===== src/rtl/cpu_entry_pkg.sv =====
// Shared opcode constants, entry-sequence FSM states and the opcode legality helper
// for the CPU front-panel instruction entry driver.
package cpu_entry_pkg;

  localparam logic [3:0] OP_ADD  = 4'b0001;
  localparam logic [3:0] OP_SUB  = 4'b0011;
  localparam logic [3:0] OP_MUL  = 4'b0111;
  localparam logic [3:0] OP_NAND = 4'b1000;
  localparam logic [3:0] OP_NOR  = 4'b1001;
  localparam logic [3:0] OP_XOR  = 4'b1011;
  localparam logic [3:0] OP_LD   = 4'b1110;
  localparam logic [3:0] OP_ST   = 4'b1111;

  typedef enum logic [1:0] {
    IDLE  = 2'd0,
    SETUP = 2'd1,
    PULSE = 2'd2,
    GAP   = 2'd3
  } state_t;

  function automatic logic is_legal_op(input logic [3:0] op);
    case (op)
      OP_ADD, OP_SUB, OP_MUL, OP_NAND,
      OP_NOR, OP_XOR, OP_LD, OP_ST: return 1'b1;
      default:                      return 1'b0;
    endcase
  endfunction

endpackage


===== src/rtl/entry_cycle_timer.sv =====
// Loadable down-counter with a zero flag; times the SETUP, PULSE and GAP dwell periods.
module entry_cycle_timer #(
  parameter int W = 1
) (
  input  logic         i_clk,
  input  logic         i_rst,
  input  logic         i_load,
  input  logic [W-1:0] i_load_val,
  output logic         o_zero
);

  logic [W-1:0] r_count;

  always_ff @(posedge i_clk) begin
    if (i_rst) begin
      r_count <= '0;
    end else if (i_load) begin
      r_count <= i_load_val;
    end else if (r_count != '0) begin
      r_count <= r_count - 1'b1;
    end
  end

  assign o_zero = (r_count == '0);

endmodule


===== src/rtl/instr_entry_driver.sv =====
// Drives CPU Sw/Button0 with the opcode, A, B, execute entry sequence for each accepted
// instruction. Define OPCODE_CHECK_EN to add the Err output and drop illegal opcodes.
module instr_entry_driver
  import cpu_entry_pkg::*;
#(
  parameter int SETUP_CYC = 1,
  parameter int PULSE_CYC = 1,
  parameter int GAP_CYC   = 1
) (
  input  logic       Clock,
  input  logic       Reset,
  input  logic       In_Valid,
  output logic       In_Ready,
  input  logic [3:0] In_Op,
  input  logic [3:0] In_A,
  input  logic [3:0] In_B,
  output logic [7:0] Sw,
  output logic       Button0,
  output logic       Busy,
  output logic       Done,
`ifdef OPCODE_CHECK_EN
  output logic       Err,
`endif
  output state_t     o_dbg_state
);

  localparam int MAX_SP  = (SETUP_CYC > PULSE_CYC) ? SETUP_CYC : PULSE_CYC;
  localparam int MAX_CYC = (MAX_SP > GAP_CYC) ? MAX_SP : GAP_CYC;
  localparam int TW      = $clog2(MAX_CYC + 1);

  // Timer is loaded with N-1 so the state lasts exactly N cycles.
  localparam logic [TW-1:0] LD_SETUP = TW'(SETUP_CYC - 1);
  localparam logic [TW-1:0] LD_PULSE = TW'(PULSE_CYC - 1);
  localparam logic [TW-1:0] LD_GAP   = (GAP_CYC > 0) ? TW'(GAP_CYC - 1) : '0;

  state_t      r_state, w_state_nxt;
  logic [1:0]  r_phase, w_phase_nxt;
  logic [7:0]  r_sw, w_sw_nxt;
  logic        r_btn, w_btn_nxt;
  logic        r_done, w_done_nxt;
  logic [3:0]  r_op, r_a, r_b;
  logic        w_capture, w_legal, w_load, w_zero;
  logic [TW-1:0] w_load_val;

  function automatic logic [7:0] payload(input logic [1:0] ph, input logic [3:0] op,
                                         input logic [3:0] a, input logic [3:0] b);
    case (ph)
      2'd0:    return {4'b0000, op};
      2'd1:    return {a, op};
      2'd2:    return {b, op};
      default: return 8'h00;
    endcase
  endfunction

  entry_cycle_timer #(.W(TW)) u_timer (
    .i_clk      (Clock),
    .i_rst      (Reset),
    .i_load     (w_load),
    .i_load_val (w_load_val),
    .o_zero     (w_zero)
  );

`ifdef OPCODE_CHECK_EN
  assign w_legal = is_legal_op(In_Op);
`else
  assign w_legal = 1'b1;
`endif

  // Handshake: a transfer happens on a rising edge where In_Valid && In_Ready; one in flight.
  always_comb begin
    w_state_nxt = r_state;
    w_phase_nxt = r_phase;
    w_sw_nxt    = r_sw;
    w_btn_nxt   = r_btn;
    w_done_nxt  = 1'b0;
    w_capture   = 1'b0;
    w_load      = 1'b0;
    w_load_val  = '0;
    case (r_state)
      IDLE: begin
        if (In_Valid) begin
          w_capture = 1'b1;
          if (w_legal) begin
            w_state_nxt = SETUP;
            w_phase_nxt = 2'd0;
            w_sw_nxt    = {4'b0000, In_Op};
            w_btn_nxt   = 1'b0;
            w_load      = 1'b1;
            w_load_val  = LD_SETUP;
          end
        end
      end
      SETUP: begin
        if (w_zero) begin
          w_state_nxt = PULSE;
          w_btn_nxt   = 1'b1;
          w_load      = 1'b1;
          w_load_val  = LD_PULSE;
        end
      end
      PULSE: begin
        if (w_zero) begin
          w_btn_nxt = 1'b0;
          if (r_phase != 2'd3) begin
            // Button0 falls on the same edge Sw moves to the next payload.
            w_state_nxt = SETUP;
            w_phase_nxt = r_phase + 2'd1;
            w_sw_nxt    = payload(r_phase + 2'd1, r_op, r_a, r_b);
            w_load      = 1'b1;
            w_load_val  = LD_SETUP;
          end else if (GAP_CYC > 0) begin
            w_state_nxt = GAP;
            w_sw_nxt    = 8'h00;
            w_load      = 1'b1;
            w_load_val  = LD_GAP;
          end else begin
            w_state_nxt = IDLE;
            w_sw_nxt    = 8'h00;
            w_done_nxt  = 1'b1;
          end
        end
      end
      GAP: begin
        if (w_zero) begin
          w_state_nxt = IDLE;
          w_done_nxt  = 1'b1;
        end
      end
      default: w_state_nxt = IDLE;
    endcase
  end

  always_ff @(posedge Clock) begin
    if (Reset) begin
      r_state <= IDLE;
      r_phase <= 2'd0;
      r_sw    <= 8'h00;
      r_btn   <= 1'b0;
      r_done  <= 1'b0;
      r_op    <= 4'h0;
      r_a     <= 4'h0;
      r_b     <= 4'h0;
    end else begin
      r_state <= w_state_nxt;
      r_phase <= w_phase_nxt;
      r_sw    <= w_sw_nxt;
      r_btn   <= w_btn_nxt;
      r_done  <= w_done_nxt;
      if (w_capture) begin
        r_op <= In_Op;
        r_a  <= In_A;
        r_b  <= In_B;
      end
    end
  end

`ifdef OPCODE_CHECK_EN
  logic r_err;
  always_ff @(posedge Clock) begin
    if (Reset) r_err <= 1'b0;
    else       r_err <= w_capture && !w_legal;
  end
  assign Err = r_err;
`endif

  assign In_Ready    = (r_state == IDLE) && !Reset;
  assign Sw          = r_sw;
  assign Button0     = r_btn;
  assign Busy        = (r_state != IDLE);
  assign Done        = r_done;
  assign o_dbg_state = r_state;

endmodule


===== config.mk =====
export PLATFORM = sky130hd
export DESIGN_NAME = instr_entry_driver
export DESIGN_NICKNAME = d
export VERILOG_FILES = /design/src/rtl/cpu_entry_pkg.sv /design/src/rtl/entry_cycle_timer.sv /design/src/rtl/instr_entry_driver.sv
export SDC_FILE = /design/constraint.sdc
export NUM_CORES = 1
export LEC_CHECK = 0
export ABC_AREA = 1
export CAP_MARGIN = 40
export CORE_ASPECT_RATIO = 1.4
export CORE_MARGIN = 8
export CORE_UTILIZATION = 35
export CTS_BUF_LIST = sky130_fd_sc_hd__clkbuf_8
export DETAILED_ROUTE_END_ITERATION = 8
export PLACE_DENSITY_LB_ADDON = 0.12
export SLEW_MARGIN = 10
export SYNTH_ARGS = -nofsm -noshare
export SYNTH_HDL_FRONTEND = slang
export SYNTH_SLANG_ARGS = --single-unit

===== constraint.sdc =====
create_clock -name Clock -period 1.6 [get_ports Clock]
set_clock_uncertainty 0.15 [all_clocks]
set_input_delay 0.16 -clock Clock [delete_from_list [all_inputs] [get_ports Clock]]
set_output_delay 0.16 -clock Clock [all_outputs]
set_load 0.02 [all_outputs]

After elaboration in Yosys (flattened, before gate mapping):

Cells that the tools add are included.

* add/sub/neg operators: 2
* eq/ne operators: 11
* multiplexer cells: 23
* bitwise operators: 2
* reduce and logical (&&, ||, !) cells: 14

Operator list (number)
* two-way mux 8 bit: 3
* one-hot mux 8 bit (3 select lines): 1
* two-way mux 2 bit: 8
* one-hot mux 8 bit (2 select lines): 1
* inequality test 2 bit, second input constant: 6
* AND reduction 4 bit: 3
* one-hot mux 2 bit (4 select lines): 1
* equality test 2 bit, second input constant: 3
* two-way mux 1 bit: 6
* equality test 2 x 1 -> 1 bit, second input constant: 2
* zero test 2 bit: 2
* one-hot mux 2 bit (2 select lines): 1
* nonzero test 2 bit: 2
* OR reduction 2 bit: 2
* one-hot mux 1 bit (3 select lines): 1
* AND reduction 3 bit: 1
* nonzero test 3 bit: 1
* OR reduction 3 bit: 1
* adder 2 x 1 -> 2 bit, second input constant: 1
* NOT 1 bit: 2
* one-hot mux 1 bit (2 select lines): 1
* logical AND 1 bit: 1
* zero test 1 bit: 1
* subtractor 1 bit, second input constant: 1

* bits in registers: 27
* input bits: 15
* output and inout port bits: 14
* word-level logic and storage cells: 61

Logic depth before layout (Yosys ltp):

Gate-level depths: netlist of run 1.

* depth after elaboration: 6
* depth in mapped cells: 9
* gate-level depth less buffers: 9

Hierarchy:

A second synthesis of run 1 with hierarchy kept.

* cells, all modules: 205
* area, all modules: 1373.8 sq um

Modules (own cells, without submodules)
* instr_entry_driver: instances 1, cells an instance 201, area each 1340.0 sq um, seq. area each 520.5 sq um
* entry_cycle_timer: instances 1, cells an instance 4, area each 33.8 sq um, seq. area each 20.0 sq um

Worst setup path before layout of run 1:

Ideal clock, no wire load.

* path type: register to register
* from: register r_state[0] (netlist: o_dbg_state[0])
* to: register r_phase[0]
* library setup time: 0.113 ns
* data arrival time: 1.453 ns
* data required time: 1.337 ns
* path slack: -0.116 ns
* cell stages (with the launch flop): 9
* path buffers: 0
* clock period less this slack: 1.716 ns
* cell sequence: dfxtp_1 > inv_1 > ha_1 > inv_1 > nor2_1 > nor2_1 > nand2_1 > nor2_1 > nor2_1

* longest elaborated chain between the ends: 3
* elaborated cells between the ends (all ways): 8
* those cells by class: 4 x eq/ne; 1 x mux; 3 x reduce/logical

Ends and longest elaborated chain
* from (decl): RTL line instr_entry_driver.sv:36 `state_t r_state, w_state_nxt;`
* from (signal assigned): RTL line instr_entry_driver.sv:144 `r_state <= w_state_nxt;`
* equality test 2 bit / zero test 2 bit (equally long branches): RTL line instr_entry_driver.sv:79 `case (r_state)`
* inequality test 2 bit (no source line) / nonzero test 2 bit (equally long branches)
* AND reduction 4 bit (no source line)
* to (signal assigned): RTL line instr_entry_driver.sv:145 `r_phase <= w_phase_nxt;`
* to (decl): RTL line instr_entry_driver.sv:37 `logic [1:0] r_phase, w_phase_nxt;`

Several ways; a longest one is shown, not always the timed one.
A chain may end at the register's enable or synchronous reset.

Worst setup path after layout of run 1:

* from: register r_sw[1] (netlist: Sw[1])
* to: output Sw[1]

RTL lines
* from (decl): RTL line instr_entry_driver.sv:38 `logic [7:0] r_sw, w_sw_nxt;`
* from (signal assigned): RTL line instr_entry_driver.sv:146 `r_sw <= w_sw_nxt;`
* to (decl): RTL line instr_entry_driver.sv:17 `output logic [7:0] Sw,`

No word-level cell between the ends.

==> metrics.md, run 1 <==
| Metric | Value |
|---|---|
| Placement Setup Slack | -0.0694 ns |
| RePlAce Congestion | 0.738 |
| Initial antenna violation count | 0 |
| Primary FF master, synth | dfxtp_1 |
| Reg2Reg Depth | 9 |
| Final Util | 51.2% |
| Dominant cells by area after synthesis | dfxtp_1 (39%), nand2_1 (15%), nor2_1 (14%), ha_1 (9.1%), inv_1 (5.7%) |
| Worst path bufs/invs | 1 |
| TritonCTS clock tree | done |
| Vias in the first global route | 1366 |
| Sequential power share | 30.4% |
| DP Wirelength | 2650 um |
| RSZ-0062 raised after global routing | yes |
| Vias post-DR | 1320 |
| CTS buffer count | 3 |
| Crit path kind | flop to primary output |
| Total wire length | 3470 um |
| Critical path peak fanout | 2 |
| Worst path depth | 1 |
| Share of cells above drive strength 1 | 16.9% |
| Max-cap violations | 0 |
| Peak VDD IR | 1.06 mV |
| Final Setup Violations | 0 |
| Diodes inserted | 0 |
| Vias per cell | 4.44 |
| Fin worst setup slack | 0.0491 ns |
| Initial Util | 35.9% |
| Sw Share | 42.9% |
| Die X | 69.1 um |
| WHS Path Cells | 2 |
| Fillers | 420 |
| Synth top area share | 39.1% |
| Pint | 1940 uW |
| Leak pwr | 0.000939 uW |
| Post-Syn Area | 0.00138 mm2 |
| Syn_nets | 232 |
| Top Family by Delay on Critical Path | buffers and inverters |
| WL met1 | 1540 um |
| Area added between synthesis and finish | 42.7% |
| Fmax achieved | 645 MHz |
| Final #Nets | 280 |
| Fin crit period | 1.55 ns |
| Worst path max stage delay | 0.62 ns |
| Die Ht | 90.3 um |
| Count leader, synth | nand2_1 |
| Reg area | 548 um2 |
| DIE AREA | 0.00624 mm2 |
| Final hold vios | 0 |
| Starting DRT DRC Count | 30 |
| GRT Total Usage | 11.2% |
| Mean Syn Cell Area | 6.67 um2 |
| Combinational share of power | 57.9% |
| Post-synth EDFFs | 0 |
| DRC errors left | 0 |
| Root Buffer | clkbuf_8 |
| GR Overflow Total | 0 |
| Num ports | 29 |
| H-Tree Depth | 1 |
| Async SR Flop Fraction | 0% |
| Met2 WL | 1730 um |
| Critical-path top delay cell | clkdlybuf4s50_1 |
| Top routing layer in use | met4 |
| Setup crit end kind | primary output |
| Clock Pin Slew Worst Setup and Hold Paths | 0.10 ns |
| Post-synthesis sequential area ratio | 39.1% |
| Synth cell count leaders | nand2_1 (57), nor2_1 (52), dfxtp_1 (27) |
| Final period utilization | 96.9% |
| DR WL/cell | 11.7 um |
| Crit path arrival time | 1.24 ns |
| Gate Count Post-Synth | 207 |
| CTS Sinks | 27 |
| Critical Path, Cell by Cell | clkdlybuf4s50_1 |
| Psw | 1460 uW |
| Power per cell area | 1730 mW/mm2 |
| CP Launch Type | flop |
| First drt pass iteration count | 4 |
| CP required | 1.29 ns |
| Clk_lat worst skew | 0.27 ns |
| Register bit total from synthesis | 27 |
| Global-route wire length before repair | 5940 um |
| Yosys cell types | 19 |
| Largest net degree at the start of global routing | 17 |
| CTS max path bufs | 2 |
| Multi-input gate area | 808 um2 |
| Rows | 27 |
| DRT antenna net count | 0 |
| Status | complete, no violations |
| Clk network pwr share | 11.8% |
| Hold Buf Count CTS | 0 |
| Core region area | 0.00385 mm2 |
| Max Transition Viols Final | 0 |
| Port buffer count | 28 |
| Worst Hold Class | flop to flop |
| Dominant cell type by area after synthesis | dfxtp_1 |
| Ys Warns | 0 |
| DR WL met3 | 164 um |
## layout make-up
type	instances	area share (%)
multi-input combinational	155	41.0
timing repair buffer	46	21.5
clock inverter	1	0.381
inverter	22	4.44
tap	43	2.73
clock buffer	3	2.10
sequential	27	27.8
## path summary, 6_finish.rpt
kind                         end                   startpoint  slack (ns)
min reg2reg  r_a[1]$_SDFFE_PP0P_          r_a[1]$_SDFFE_PP0P_        0.34
min          r_a[1]$_SDFFE_PP0P_          r_a[1]$_SDFFE_PP0P_        0.34
max reg2reg   Sw[0]$_SDFFE_PP0P_  o_dbg_state[1]$_SDFFE_PP0P_        0.10
max                        Sw[1]           Sw[1]$_SDFFE_PP0P_        0.05
## through the flow
step / instance area [um2] / cells / TNS (ns) / total power [uW] / hold WS, ns
final: 1970 / 297 / 0 / 3410 / 0.341
after global routing: 1970 / 297 / -0.0114 / 3730 / 0.369
after CTS: 1900 / 296 / -0.0220 / 3320 / 0.349
after detailed placement: 1840 / 292 / -0.0694 / 2900 / 0.324
after global placement: 1840 / 292 / -0.0627 / 2890 / 0.312
after floorplan: 1380 / 207 / 0 / 2140 / 0.174
## metal layers
metal  track usage [%]  vias up
li1                  -      723
met1              12.4      566
met2              20.3       27
met3              2.31        4
met4              3.60        0
met5                 0        -
## power by group through the flow
stage                     clock [uW]  sequential [uW]  combinational [uW]
after floorplan                    0             1200                 943
after global placement             0             1030                1860
after detailed placement           0             1040                1870
after CTS                        418             1020                1880
after global routing             439             1060                2220
final                            400             1030                1970
## sequential cells by signal, indices dropped and copies added, names as in the netlist
| signal | cells |
|---|---|
| Sw | 8 |
| r_a | 4 |
| r_b | 4 |
| r_op | 4 |
| o_dbg_state | 2 |
| r_phase | 2 |
| Button0 | 1 |
| Done | 1 |
| u_timer.r_count | 1 |
## logic make-up after synthesis
| logic type | Yosys count | synth area share, % |
|---|---|---|
| AO/OA/AOI/OAI | 17 | 6.16 |
| adder cells (fa/ha/maj) | 10 | 9.06 |
| buffers and inverters | 26 | 7.52 |
| flip-flops | 27 | 39.1 |
| other | 1 | 0.271 |
| AND/OR/NAND/NOR | 126 | 37.9 |
## placed cells by master, fill, tap and decap left out
| master | instances |
|---|---|
| buf_12 | 1 |
| dfxtp_1 | 23 |
| nor3_1 | 3 |
| ha_1 | 8 |
| nor2_2 | 4 |
| dlygate4sd2_1 | 2 |
| inv_1 | 19 |
| nor2_1 | 48 |
| buf_2 | 1 |
| ha_4 | 2 |
| dfxtp_2 | 3 |
| inv_2 | 1 |
| nand3_1 | 9 |
| inv_4 | 2 |
| conb_1 | 1 |
| nor2_4 | 3 |
| a21oi_1 | 2 |
| clkbuf_8 | 3 |
| nand2_4 | 2 |
| clkdlybuf4s15_1 | 1 |
| clkdlybuf4s50_1 | 24 |
| buf_4 | 16 |
| buf_6 | 1 |
| nor2_8 | 1 |
| nand2_1 | 56 |
| o21ai_0 | 15 |
| nand3_4 | 1 |
| clkinvlp_4 | 1 |
| dfxtp_4 | 1 |
## what timing repair did
action / in CTS / in global routing
endpoints found under the setup margin: 6 / 14
cloned: 0 / 1
setup buffers: 0 / 0
gates resized for setup: 10 / 19
pin swaps: 3 / 6
(Power assumes the default switching activity.)
==> inputs of run 2 (changes only) <==
CTS_BUF_LIST = sky130_fd_sc_hd__clkbuf_4   (was sky130_fd_sc_hd__clkbuf_8)
clock period = 1.56 ns   (was 1.6 ns; I/O delays follow)
==> run 2 against run 1 <==
Net effect: global-route usage grew 0.25 points; sequential power is essentially flat; cell area grew 4.8%; first-iteration DRC count grew 93%; sequential share of layout area shrank 1.3 points; cell count grew 2.7%; die area is the same; clock power shrank 19%; count of clock-buffer cells in the layout is the same; register-to-register slack lost 0.08 ns; critical path depth grew 9; hold slack lost 0.062 ns; highest routed layer unchanged.
==> metrics.md, run 2 (synthesized netlist as in run 1, its figures left out) <==
| Metric | Value |
|---|---|
| RePlAce Congestion | 0.760 (+2.9%) |
| Final TNS setup | 0 ns (unchanged) |
| DP Wirelength | 2630 um (-0.87%) |
| CTS max path bufs | 2 (unchanged) |
| Multi-input gate area | 857 um2 (+6.0%) |
| CTS Sinks | 27 (unchanged) |
| GR Overflow Total | 0 (unchanged) |
| Power per cell area | 1750 mW/mm2 (+1.3%) |
| Diodes inserted | 0 (unchanged) |
| CP Capture Point | Sw[2]$_SDFFE_PP0P_ |
| Most frequent cells in the layout | nand2_1 (51), nor2_1 (45), dfxtp_1 (23), buf_4 (20), inv_1 (16) |
| Leak pwr | 0.00101 uW (+7.4%) |
| Number of flip-flops under the largest register name | 8 (unchanged) |
| Clk_lat worst skew | 0.34 ns (+0.07 ns) |
| Most common cell after layout, fill and taps aside | nand2_1 |
| Critical-path top delay cell | dfxtp_2 |
| DR WL/cell | 11.8 um (+1.2%) |
| Rows | 27 (unchanged) |
| Setup crit end kind | flop |
| Root Buffer | clkbuf_4 |
| First drt pass iteration count | 4 (unchanged) |
| Design Area, Final | 0.00206 mm2 (+4.8%) |
| Vias per cell | 4.50 (+1.1%) |
| Global-route wire length before repair | 6080 um (+2.3%) |
| Hold Buf Count CTS | 0 (unchanged) |
| Vias post-DR | 1371 (+3.9%) |
| Reg2Reg Depth | 10 (+1) |
| Most used cell, CP | buf_6 |
| Area post-placement | 0.00185 mm2 (+0.27%) |
| Die Ht | 90.3 um (unchanged) |
| Initial Util | 35.9% (unchanged) |
| Max-cap violations | 0 (unchanged) |
| Final #Nets | 288 (+2.9%) |
| Initial antenna violation count | 0 (unchanged) |
| Fin crit period | 1.54 ns |
| Peak VDD IR | 0.975 mV (-7.8%) |
| Status | complete, no violations |
| Largest net degree at the start of global routing | 17 (unchanged) |
| Clock Pin Slew Worst Setup and Hold Paths | 0.16 ns (+0.06 ns) |
| Core region area | 0.00385 mm2 (unchanged) |
| CP Launch Type | flop |
| Reg2Reg Setup Slack | 0.02 ns (-0.08 ns) |
| Max Transition Viols Final | 0 (unchanged) |
| Critical path peak fanout | 6 (+4) |
| Crit path kind | flop to flop |
| CP required | 1.70 ns (+0.41 ns) |
| Final hold vios | 0 (unchanged) |
| Reg area | 548 um2 (unchanged) |
| Worst path max stage delay | 0.37 ns (-0.25 ns) |
| Die X | 69.1 um (unchanged) |
| Port buffer count | 28 (unchanged) |
| Starting DRT DRC Count | 58 (+93%) |
| Worst R2R End | Sw[2]$_SDFFE_PP0P_ |
| Num ports | 29 (unchanged) |
| Area added between synthesis and finish | 49.5% |
| Total wire length | 3610 um (+3.9%) |
| DRT antenna net count | 0 (unchanged) |
| RSZ-0062 raised after global routing | yes |
| Share of cells above drive strength 1 | 26.7% (+9.8 points) |
| CP Launch Point | o_dbg_state[1]$_SDFFE_PP0P_ |
| Fmax achieved | 649 MHz |
| Worst r2r src | o_dbg_state[1]$_SDFFE_PP0P_ |
| DRC errors left | 0 (unchanged) |
| DIE AREA | 0.00624 mm2 (unchanged) |
| Critical Path, Cell by Cell | buf_6 > ha_4 > buf_6 > inv_6 > nor2_8 > buf_6 > nand3_2 > nor2_2 > nor2_2 > nor2_1 |
| Vias in the first global route | 1369 (+0.22%) |
| TritonCTS clock tree | done |
| Worst Hold Class | input pin to flop |
| H-Tree Depth | 1 (unchanged) |
| Final period utilization | 98.8% |
| CTS buffer count | 3 (unchanged) |
| Crit path arrival time | 1.68 ns (+0.44 ns) |
| GRT Total Usage | 11.4% (+0.25 points) |
| Final Setup Violations | 0 (unchanged) |
| Fillers | 406 (-3.3%) |
-- run 2: how the worst min path moves through the flow --
stage                               startpoint                    to  slack, ns  cells after the start
after floorplan                        In_A[1]   r_a[1]$_SDFFE_PP0P_       0.17                      2
after global placement    r_op[2]$_SDFFE_PP0P_  r_op[2]$_SDFFE_PP0P_       0.32                      2
after detailed placement   r_a[2]$_SDFFE_PP0P_   r_a[2]$_SDFFE_PP0P_       0.33                      2
after CTS                              In_B[0]   r_b[0]$_SDFFE_PP0P_       0.27                      3
after global routing                   In_B[0]   r_b[0]$_SDFFE_PP0P_       0.28                      3
final                                  In_B[0]   r_b[0]$_SDFFE_PP0P_       0.28                      3
-- run 2: timing repair --
item | CTS | global route
gates cloned | 0 | 1
gates resized for setup | 32 | 39
pin swaps | 7 | 19
setup endpoints to repair | 25 | 26
setup buffers | 1 | 6
endpoints found under the hold margin | 0 | 0
-- run 2: report_power, final --
part / switching, uW / internal, uW / leakage, uW
combinational: 1260 / 978 / 0.000765
sequential: 126 / 929 / 0.000225
clock: 223 / 100 / 0.0000183
-- run 2: layout make-up --
cell class,count,share of cell area (%)
well taps,43,2.61
repair buffers,54,23.0
inverters,22,4.55
flip-flops and latches,27,26.5
clock inverters,1,0.303
multi-input cells,154,41.5
repair inverters,1,0.364
clock buffers,3,1.09
-- run 2: layer usage --
layer | global-route usage [%] | share of wire, %
met1 | 11.7 | 42
met2 | 21.0 | 52
met3 | 3.41 | 4.8
met4 | 4.12 | 1.7
met5 | 0 | 0
-- run 2: critical path, delay by kind of cell (launching register included) --
kind	cells	cell delay, ns
flops	1	0.37
fa+ha+maj	1	0.16
buf+inv	4	0.40
simple gates	5	0.42
-- run 2: through the flow --
stage	instances	total power [uW]	utilization [%]	worst slack [ns]	hold slack [ns]
2_1_floorplan	207	2210	-	0.0302	0.170
3_3_place_gp	294	2980	48.0	-0.0969	0.316
3_5_place_dp	294	2990	48.0	-0.0897	0.328
4_1_cts	298	3280	49.0	-0.00300	0.268
5_1_grt	305	3940	53.6	-0.0749	0.283
6_report	305	3610	53.6	0.0181	0.279
==> inputs of run 3 (changes only) <==
CORE_UTILIZATION = 45   (was 35)
SLEW_MARGIN = default   (was 10)
==> run 3 against run 2 <==
Net effect: cell count shrank 3.3%; via count rose by 1.3%; die area decreased by 18%; core utilization up 12 points; setup slack better by 0.011 ns; global-route usage increased by 2.1 points; combinational power decreased by 5%; critical endpoint is now o_dbg_state[1]$_SDFFE_PP0P_; largest cell class unchanged.
==> metrics.md, run 3 (synthesized netlist as in run 1, its figures left out) <==
| Metric | Value |
|---|---|
| Total wire length | 3620 um (+0.19%) |
| WHS | 0.292 ns (+0.0128 ns) |
| Final Util | 66.0% (+12 points) |
| Most common cell after layout, fill and taps aside | nand2_1 |
| H-Tree Depth | 1 (unchanged) |
| CP Launch Type | flop |
| Total power | 3510 uW (-2.9%) |
| Area added between synthesis and finish | 44.8% |
| Slew HR | 64.7% |
| DRC errors left | 0 (unchanged) |
| DP Wirelength | 2520 um (-4.1%) |
| Final Setup Violations | 0 (unchanged) |
| Final hold vios | 0 (unchanged) |
| First drt pass iteration count | 4 (unchanged) |
| CTS Sinks | 27 (unchanged) |
| CTS buffer count | 3 (unchanged) |
| Crit path kind | flop to flop |
| Core region area | 0.00303 mm2 (-21%) |
| Critical path peak fanout | 3 (-3) |
| Number of flip-flops under the largest register name | 8 (unchanged) |
| Vias post-DR | 1389 (+1.3%) |
| Hold Buf Count CTS | 0 (unchanged) |
| Fmax achieved | 653 MHz (+0.72%) |
| Power per cell area | 1750 mW/mm2 (+0.16%) |
| Diodes inserted | 0 (unchanged) |
| Fin crit period | 1.53 ns (-0.0111 ns) |
| Root Buffer | clkbuf_4 |
| Final period utilization | 98.1% (-0.71 points) |
| Largest net degree at the start of global routing | 20 (+3) |
| DRT antenna net count | 0 (unchanged) |
| Leak pwr | 0.000968 uW (-4.0%) |
| DIE AREA | 0.00512 mm2 (-18%) |
| Clk_lat worst skew | 0.33 ns (about the same) |
| Share of cells above drive strength 1 | 25.0% (-1.7 points) |
| GR Overflow Total | 0 (unchanged) |
| Vias per cell | 4.71 (+4.7%) |
| Vias in the first global route | 1288 (-5.9%) |
| Worst Hold Class | input pin to flop |
| Clock Pin Slew Worst Setup and Hold Paths | 0.15 ns (about the same) |
| TritonCTS clock tree | done |
| Port buffer count | 28 (unchanged) |
| Die X | 62.8 um (-9.1%) |
| RSZ-0062 raised after global routing | yes |
| RePlAce Congestion | 0.843 (+11%) |
| Die Ht | 81.6 um (-9.7%) |
| Crit path arrival time | 1.65 ns (-0.03 ns) |
| Initial Util | 45.5% (+9.7 points) |
| Peak VDD IR | 0.987 mV (+1.2%) |
| Global-route wire length before repair | 5620 um (-7.5%) |
| DR WL/cell | 12.3 um (+3.6%) |
| CP required | 1.68 ns (-0.02 ns) |
| Worst-Margin Slew | 0.529 ns |
| Starting DRT DRC Count | 44 (-24%) |
| Final #Nets | 282 (-2.1%) |
| Initial antenna violation count | 0 (unchanged) |
| Num ports | 29 (unchanged) |
| CTS max path bufs | 2 (unchanged) |
| GRT Total Usage | 13.5% (+2.1 points) |
| Rows | 24 (-11%) |
| Setup crit end kind | flop |
| Most frequent cells in the layout | nand2_1 (50), nor2_1 (46), dfxtp_1 (23), inv_1 (16), buf_4 (15) |
| Max Transition Viols Final | 0 (unchanged) |
| Status | complete, no violations |
| Max-cap violations | 0 (unchanged) |
run 3: cell types whose count changed in the layout (fill, tap and decap cells not counted), moves of 2 or more:
cell,delta
buf_4,-5
nand2_2,+2
nand3_1,+2
ha_2,+2
ha_1,-2
nand3_2,-2
buf_6,-2
run 3: final timing paths:
check | start | endpoint | slack, ns | depth (start not counted)
setup / recovery | o_dbg_state[1]$_SDFFE_PP0P_ | o_dbg_state[1]$_SDFFE_PP0P_ | 0.03 | 8
setup reg to reg | o_dbg_state[1]$_SDFFE_PP0P_ | o_dbg_state[1]$_SDFFE_PP0P_ | 0.03 | 8
hold reg to reg | r_phase[1]$_SDFFE_PP0P_ | r_phase[1]$_SDFFE_PP0P_ | 0.35 | 2
hold / removal | In_B[1] | r_b[1]$_SDFFE_PP0P_ | 0.29 | 3
run 3: final cells by class:
type                            count  area (um2)
Clock buffer                        4        30.0
Fill cell                         289        1030
Inverter                           22        91.3
Multi-Input combinational cell    155         857
Sequential cell                    27         551
Tap cell                           39        48.8
Timing Repair Buffer               47         415
Timing Repair inverter              1        7.51
run 3: worst max-delay path, cell delays in order, from the launching register on:
cell and delay, ns:
dfxtp_2 0.36, buf_6 0.12, buf_4 0.13, ha_2 0.16
nand2_1 0.05, nand2_1 0.08, nor2_2 0.17, nand2_1 0.10
a21oi_2 0.14
run 3: timing repair:
action	CTS	global route
pin swaps	4	23
setup buffers	1	2
setup endpoints to repair	25	27
gates resized for setup	35	32
gates cloned	0	2
hold endpoints to repair	0	0
run 3: power by group:
group / internal (uW) / switching (uW)
Combinational: 861 / 1260
Sequential: 931 / 129
Clock: 118 / 207
Total: 1910 / 1600
run 3: metal layers:
layer / track usage (%) / wire, um
met1: 14.1 / 1500
met2: 26.0 / 1930
met3: 3.14 / 117
met4: 4.81 / 67
met5: 0 / 0
run 3: stage by stage:
stage	TNS [ns]	std cells	instance area, um2	worst slack (ns)
floorplan	0	207	1390	0.0302
global placement	-1.41	286	1810	-0.205
detailed placement	-1.77	286	1810	-0.177
CTS	-0.0131	291	1880	-0.0131
global route	-0.205	295	2000	-0.0483
finish	0	295	2000	0.0292
